[config.mk]
export PLATFORM = sky130hd
export DESIGN_NAME = regfile_write_arbiter
export DESIGN_NICKNAME = d
export VERILOG_FILES = /design/src/rtl/regfile_write_arbiter.sv
export SDC_FILE = /design/constraint.sdc
export NUM_CORES = 1
export LEC_CHECK = 0
export CAP_MARGIN = 25
export CORE_MARGIN = 10
export CORE_UTILIZATION = 40
export CTS_CLUSTER_DIAMETER = 150
export DETAILED_ROUTE_END_ITERATION = 10
export HOLD_SLACK_MARGIN = 0.1
export PLACE_DENSITY = 0.78
export SLEW_MARGIN = 20
export SYNTH_ARGS = -nofsm -noshare
export SYNTH_HDL_FRONTEND = slang
export SYNTH_SLANG_ARGS = --single-unit
[constraint.sdc]
create_clock -name clock -period 5.4 [get_ports clock]
set_input_delay 1.08 -clock clock [delete_from_list [all_inputs] [get_ports clock]]
set_output_delay 1.08 -clock clock [all_outputs]
set_load 0.01 [all_outputs]
[src/rtl/regfile_write_arbiter.sv]
// regfile_write_arbiter: two-requester arbiter for the single register-file
// write port. The core (C) has priority. A consecutive-grant streak limit
// guarantees that the debug loader (D) makes forward progress. Writes are
// registered, so the register file sees a clean one-cycle strobe. All grants
// stop permanently once finish_flag is raised.
// Optional: define REGARB_TRACE_EN for simulation-only write/halt logging.
module regfile_write_arbiter #(
    parameter int MAX_CONSEC = 4,
    parameter int WAIT_W     = 16
) (
    input  logic              clock,
    input  logic              reset,
    input  logic              finish_flag,
    input  logic              c_valid,
    output logic              c_ready,
    input  logic [4:0]        c_rd,
    input  logic [31:0]       c_data,
    input  logic              d_valid,
    output logic              d_ready,
    input  logic [4:0]        d_rd,
    input  logic [31:0]       d_data,
    output logic              wr_en,
    output logic [4:0]        wr_addr,
    output logic [31:0]       wr_data,
    output logic              halted,
    output logic [WAIT_W-1:0] d_wait_cnt
);

    typedef enum logic {RUN, HALT} state_t;

    localparam logic [3:0] MAX_S = 4'(MAX_CONSEC);

    state_t      state, state_next;
    logic [3:0]  streak;
    logic        active, force_d;
    logic        c_xfer, d_xfer;

    assign c_xfer = c_valid && c_ready;
    assign d_xfer = d_valid && d_ready;
    assign halted = (state == HALT);

    // Next state and grants; finish_flag blocks grants in the cycle it rises.
    always_comb begin
        state_next = state;
        active     = (state == RUN) && !finish_flag;
        force_d    = 1'b0;
        c_ready    = 1'b0;
        d_ready    = 1'b0;
        if (state == RUN && finish_flag)
            state_next = HALT;
        if (active) begin
            force_d = d_valid && (streak >= MAX_S);
            c_ready = c_valid && !force_d;
            d_ready = d_valid && !c_ready;
        end
    end

    // State register; HALT is left only through reset.
    always_ff @(posedge clock) begin
        if (reset) state <= RUN;
        else       state <= state_next;
    end

    // Core-grant streak, counted only while debug is actually waiting.
    always_ff @(posedge clock) begin
        if (reset)
            streak <= '0;
        else if (!d_valid || d_xfer)
            streak <= '0;
        else if (c_xfer && streak < MAX_S)
            streak <= streak + 4'd1;
    end

    // Registered write port; rd=0 transfers complete but never strobe x0.
    always_ff @(posedge clock) begin
        if (reset) begin
            wr_en   <= 1'b0;
            wr_addr <= '0;
            wr_data <= '0;
        end else if (c_xfer && c_rd != 5'd0) begin
            wr_en   <= 1'b1;
            wr_addr <= c_rd;
            wr_data <= c_data;
        end else if (d_xfer && d_rd != 5'd0) begin
            wr_en   <= 1'b1;
            wr_addr <= d_rd;
            wr_data <= d_data;
        end else begin
            wr_en   <= 1'b0;
        end
    end

    // Saturating count of cycles debug spends stalled, including in HALT.
    always_ff @(posedge clock) begin
        if (reset)
            d_wait_cnt <= '0;
        else if (d_valid && !d_ready && !(&d_wait_cnt))
            d_wait_cnt <= d_wait_cnt + WAIT_W'(1);
    end

`ifdef REGARB_TRACE_EN
    logic wr_from_d;

    // Remember which port produced the pending write, for the log only.
    always_ff @(posedge clock) begin
        if (reset)       wr_from_d <= 1'b0;
        else if (c_xfer) wr_from_d <= 1'b0;
        else if (d_xfer) wr_from_d <= 1'b1;
    end

    // Simulation log of writes, dropped x0 writes and HALT entry.
    always_ff @(posedge clock) begin
        if (!reset) begin
            if (wr_en)
                $display("regarb: port %s x%0d <= %0d", wr_from_d ? "D" : "C",
                         wr_addr, $signed(wr_data));
            if ((c_xfer && c_rd == 5'd0) || (d_xfer && d_rd == 5'd0))
                $display("regarb: x0 write dropped");
            if (state == RUN && state_next == HALT)
                $display("regarb: entering HALT");
        end
    end
`endif

endmodule

---- Yosys cells after proc, flatten, opt, wreduce, memory -nomap -nowiden ----
Index checks and enable logic that the tools add are counted.
W data, S select, Z words.
word-level totals
  input bits .............................. 79
  register bits ........................... 59
operators by class
  bitwise logic cells ..................... 1
  magnitude comparators ................... 2
  reduce and logical (&&, ||, !) cells .... 24
  add/sub/neg operators ................... 2
  multiplexer cells ....................... 8
operator list
  kind                     count
  $mux W32                 2
  $add A16 B1 Y16 const B  1
  $reduce_and A16 Y1       1
  $logic_and A1 B1 Y1      12
  $mux W5                  2
  $reduce_bool A5 Y1       2
  $logic_not A1 Y1         6
  $add A4 B1 Y4 const B    1
  $ge A4 B3 Y1 const B     1
  $lt A4 B3 Y1 const B     1
  $mux W1                  4
  $reduce_bool A2 Y1       1
  $reduce_or A2 Y1         1
  $logic_or A1 B1 Y1       1
  $not A1 Y1               1

---- Logic depth before layout (Yosys ltp) ----
  depth after elaboration ................. 11
  gate-level depth with buffers ........... 8
  gate-level depth less buffers ........... 6

---- Worst setup path before layout ----
OpenSTA, ideal clock, no wires.
  kind .................................... input-to-output
  start point ............................. input c_valid
  end point ............................... output d_ready
  stages on the path ...................... 3
  path slack .............................. 2657 ps
  arrival time ............................ 1663 ps
  path buffers ............................ 1
  path through ............................ nor3b_2 and3b_1 buf_2
on the way
  word-level cells in the longest chain between the ends .. 4
RTL lines
  item                 RTL line  source
  start, declared      14        input logic c_valid,
  $logic_and A1 B1 Y1  53        c_ready = c_valid && !force_d;
  $logic_not A1 Y1     54        d_ready = d_valid && !c_ready;
  $logic_and A1 B1 Y1  54
  $mux W1              51        if (active) begin
  end, declared        19        output logic d_ready,
Every way passes these cells.

---- Worst setup path after layout ----
  start point ............................. input finish_flag
  end point ............................... output c_ready
on the way
  word-level cells in the longest chain between the ends .. 3
RTL lines
  item                 RTL line  source
  start, declared      13        input logic finish_flag,
  $logic_not A1 Y1     45        active = (state == RUN) && !finish_flag;
  $logic_and A1 B1 Y1  45
  $mux W1              51
  end, declared        15        output logic c_ready,
Every way passes these cells.

==> summary.md <==
| Metric | Value |
|---|---|
| DR vias/cell | `5.25` |
| Place WS | `around 1.6 ns` |
| GRT overflow | `0` |
| Post-detail-place hpwl | `6.87 mm` |
| Post-layout min period | `3.77 ns` |
| Vias in the first global route | `between 2,000 and 3,000` |
| Post-synthesis sequential area ratio | `between 40 and 50%` |
| Max Root-Sink Buffers | `2` |
| CP max FO | `6` |
| CTS tree | `built` |
| Top-count cell post-synth | `nand2_1` |
| Initial Util | `41.6%` |
| Worst setup margin | `1.63 ns` |
| Max cap viols | `0` |
| Num rows | `29` |
| Critical path arrival | `2.69 ns` |
| Startpoint types | `input port` |
| Final Instance Count excl. Fillers | `534` |
| Worst slew pin tran | `0.880 ns` |
| First-pass iteration count of the detailed router | `4` |
| Synthesized cell area | `~0.0027 sq mm` |
| Post-CTS sizing | `0` |
| Status | `completed` |
| RSZ-0062 raised after global routing | `false` |
| Pwr/cell area | `254 mW/mm^2` |
| Die area | `0.0103 sq mm` |
| LEAKAGE | `1.48 nW` |
| Diodes inserted | `0` |
| Worst min path class | `reg2reg` |
| Fmax | `265 MHz` |
| Yosys top cell area share | `between 40 and 50%` |
| Commonest cells post-synth | `74 x nand2_1, 59 x dfxtp_1, 55 x nor2_1, 34 x a311oi_1, 13 x xnor2_1` |
| Initial DRC Count | `99` |
| Largest net degree at the start of global routing | `47` |
| Post-synth cell types | `38` |
| Syn Inst Count | `326` |
| Final wirelength | `roughly 9 mm` |
| Worst skew pair latency | `0.32 ns` |
| Largest cells by area after synthesis | `dfxtp_1 44%, a311oi_1 11%, nand2_1 10%, nor2_1 7.8%, xnor2_1 4.3%` |
| Synthesized flop and latch total | `between 50 and 60` |
| Layout cell share with drive strength beyond 1 | `6.56%` |
| WL per Instance | `17.3 um` |
| Clock slew at reported path FFs | `0.06 ns` |
| First-pass GRT wire length | `14.2 mm` |
| Req. time, crit path | `~4.3 ns` |
| Clock root buffer | `clkbuf_8` |
| Main flop type after synthesis | `dfxtp_1` |
| Total GRT Usage | `17.1%` |
| Synth Warn # | `0` |
| Syn_nets | `407` |
| Final hold viol count | `0` |
| H-Tree Depth | `3` |
| Die X-Extent | `about 100 um` |
| Synth area leader | `dfxtp_1` |
| Slew headroom | `40.9%` |
| Avg Synthesized Cell Area | `between 8 and 9 sq um` |
| Worst VDD drop | `between 0.15 and 0.2 mV` |
| Vias post-DR | `about 2,800` |
| Asr flop ratio synth | `0%` |
| Cts bufs inserted | `9` |
| Crit-path cells | `clkdlybuf4s50_1, nor2_1, and3_1, clkdlybuf4s50_1` |
| Area grow syn2layout | `61.3%` |
| Crit-path slowest cell | `clkdlybuf4s50_1` |
| Io pins | `136` |
| TNS Setup | `0 ns` |
| GPL Wtd Cong | `0.836` |
| Worst path max stage delay | `0.61 ns` |
| Clock Sinks | `59` |
| Worst Skew | `0.00613 ns` |
| Setup Buffers After CTS | `0` |
| Die Span Y | `102 um` |
| Pins Over Slew Limit | `0` |
| Initial antenna violation count | `0` |
| # DRC | `0` |
| CTS Hold Bufs | `0` |
| Fin nets | `534` |
| Worst setup EP type | `output pin` |
| Dpl cells | `517` |
| Cell repeated most along the worst path | `clkdlybuf4s50_1` |
| Port Buf Inserts | `135` |
| EDFF count, synth | `0` |
| Setup violations, final | `0` |
| Core ar. | `around 0.0064 sq mm` |
| Crit share post-route | `69.9%` |
| Antenna-violating nets left | `0` |
| CP Class | `in2out` |
==> cells in the final DEF, fill, tap and decap left out, types with 3 or more instances in the layout <==
cell type | synthesis | layout
buf_4 | 2 | 3
clkbuf_8 | 0 | 13
nand2_1 | 74 | 74
a21oi_1 | 4 | 4
dfxtp_1 | 59 | 59
inv_1 | 6 | 6
nor2_1 | 55 | 55
nor3_1 | 9 | 9
nand3_1 | 5 | 5
mux2i_1 | 3 | 3
xnor2_1 | 13 | 13
a311oi_1 | 34 | 34
a211oi_1 | 8 | 8
clkdlybuf4s50_1 | 0 | 134
==> report_power, final <==
group / switching, mW / internal, mW / leakage, nW / total [mW]
clock network: 0.163 / 0.262 / 0.109 / 0.425
logic: 0.0771 / 0.114 / 0.888 / 0.191
registers: 0.0138 / 0.459 / 0.482 / 0.473
total: 0.254 / 0.835 / 1.48 / 1.09
==> metal layers <==
metal | vias to the layer above | part of all wire, % | wire, um | global-route usage, %
li1 | 1395 | - | - | -
met1 | 1325 | 39 | 3570 | 18.7
met2 | 76 | 53 | 4860 | 30.5
met3 | 10 | 7.5 | 691 | 5.24
met4 | 0 | 1.3 | 122 | 5.57
met5 | - | 0 | 0 | 0
==> registers in the layout, indices dropped and copies added (netlist names) <==
signal and flops:
wr_data 32, d_wait_cnt 16, wr_addr 5, streak 4, halted 1, wr_en 1
==> stage by stage <==
| step | hold WS (ns) | power (mW) | instance area, sq um | utilization [%] |
|---|---|---|---|---|
| after floorplan | 0.471 | 0.548 | 2660 | - |
| after global routing | 0.496 | 1.13 | 4290 | 67.2 |
| final | 0.475 | 1.09 | 4290 | 67.2 |
| after global placement | 0.463 | 0.666 | 4020 | 63.0 |
| after CTS | 0.479 | 1.10 | 4260 | 66.7 |
| after detailed placement | 0.467 | 0.672 | 4040 | 63.3 |
==> critical path: cells and delay by family <==
| kind | cells | cell delay, ns |
|---|---|---|
| simple gates | 2 | 0.53 |
| buf+inv | 2 | 1.09 |
==> path summary, 6_finish.rpt <==
check	start	to	slack [ns]	cells past startpoint
worst max-delay path	finish_flag	c_ready	1.63	4
worst min register to register	wr_addr[1]	wr_addr[1]	0.48	2
worst min-delay path	wr_addr[1]	wr_addr[1]	0.48	2
worst max register to register	streak[2]	wr_data[4]	3.29	6
==> logic make-up after synthesis <==
logic type / share of synthesized area [%]
AOI/OAI and AO/OA: 17.7
and+or+nand+nor: 26.1
DFF: 44.4
muxes: 1.13
xor gates and xnor gates: 4.61
adders and majority gates: 0.941
buffers and inverters: 5.08
==> final cells by class <==
cell class                 instances  area (sq um)
multi-input combinational        236          1360
timing repair buffer             141          1420
fill                             547          2100
sequential                        59          1180
tap                               77          96.3
inverter                           6          22.5
clock inverter                     1          30.0
clock buffer                      14           183
No activity file was read; power rests on OpenSTA's default activity.
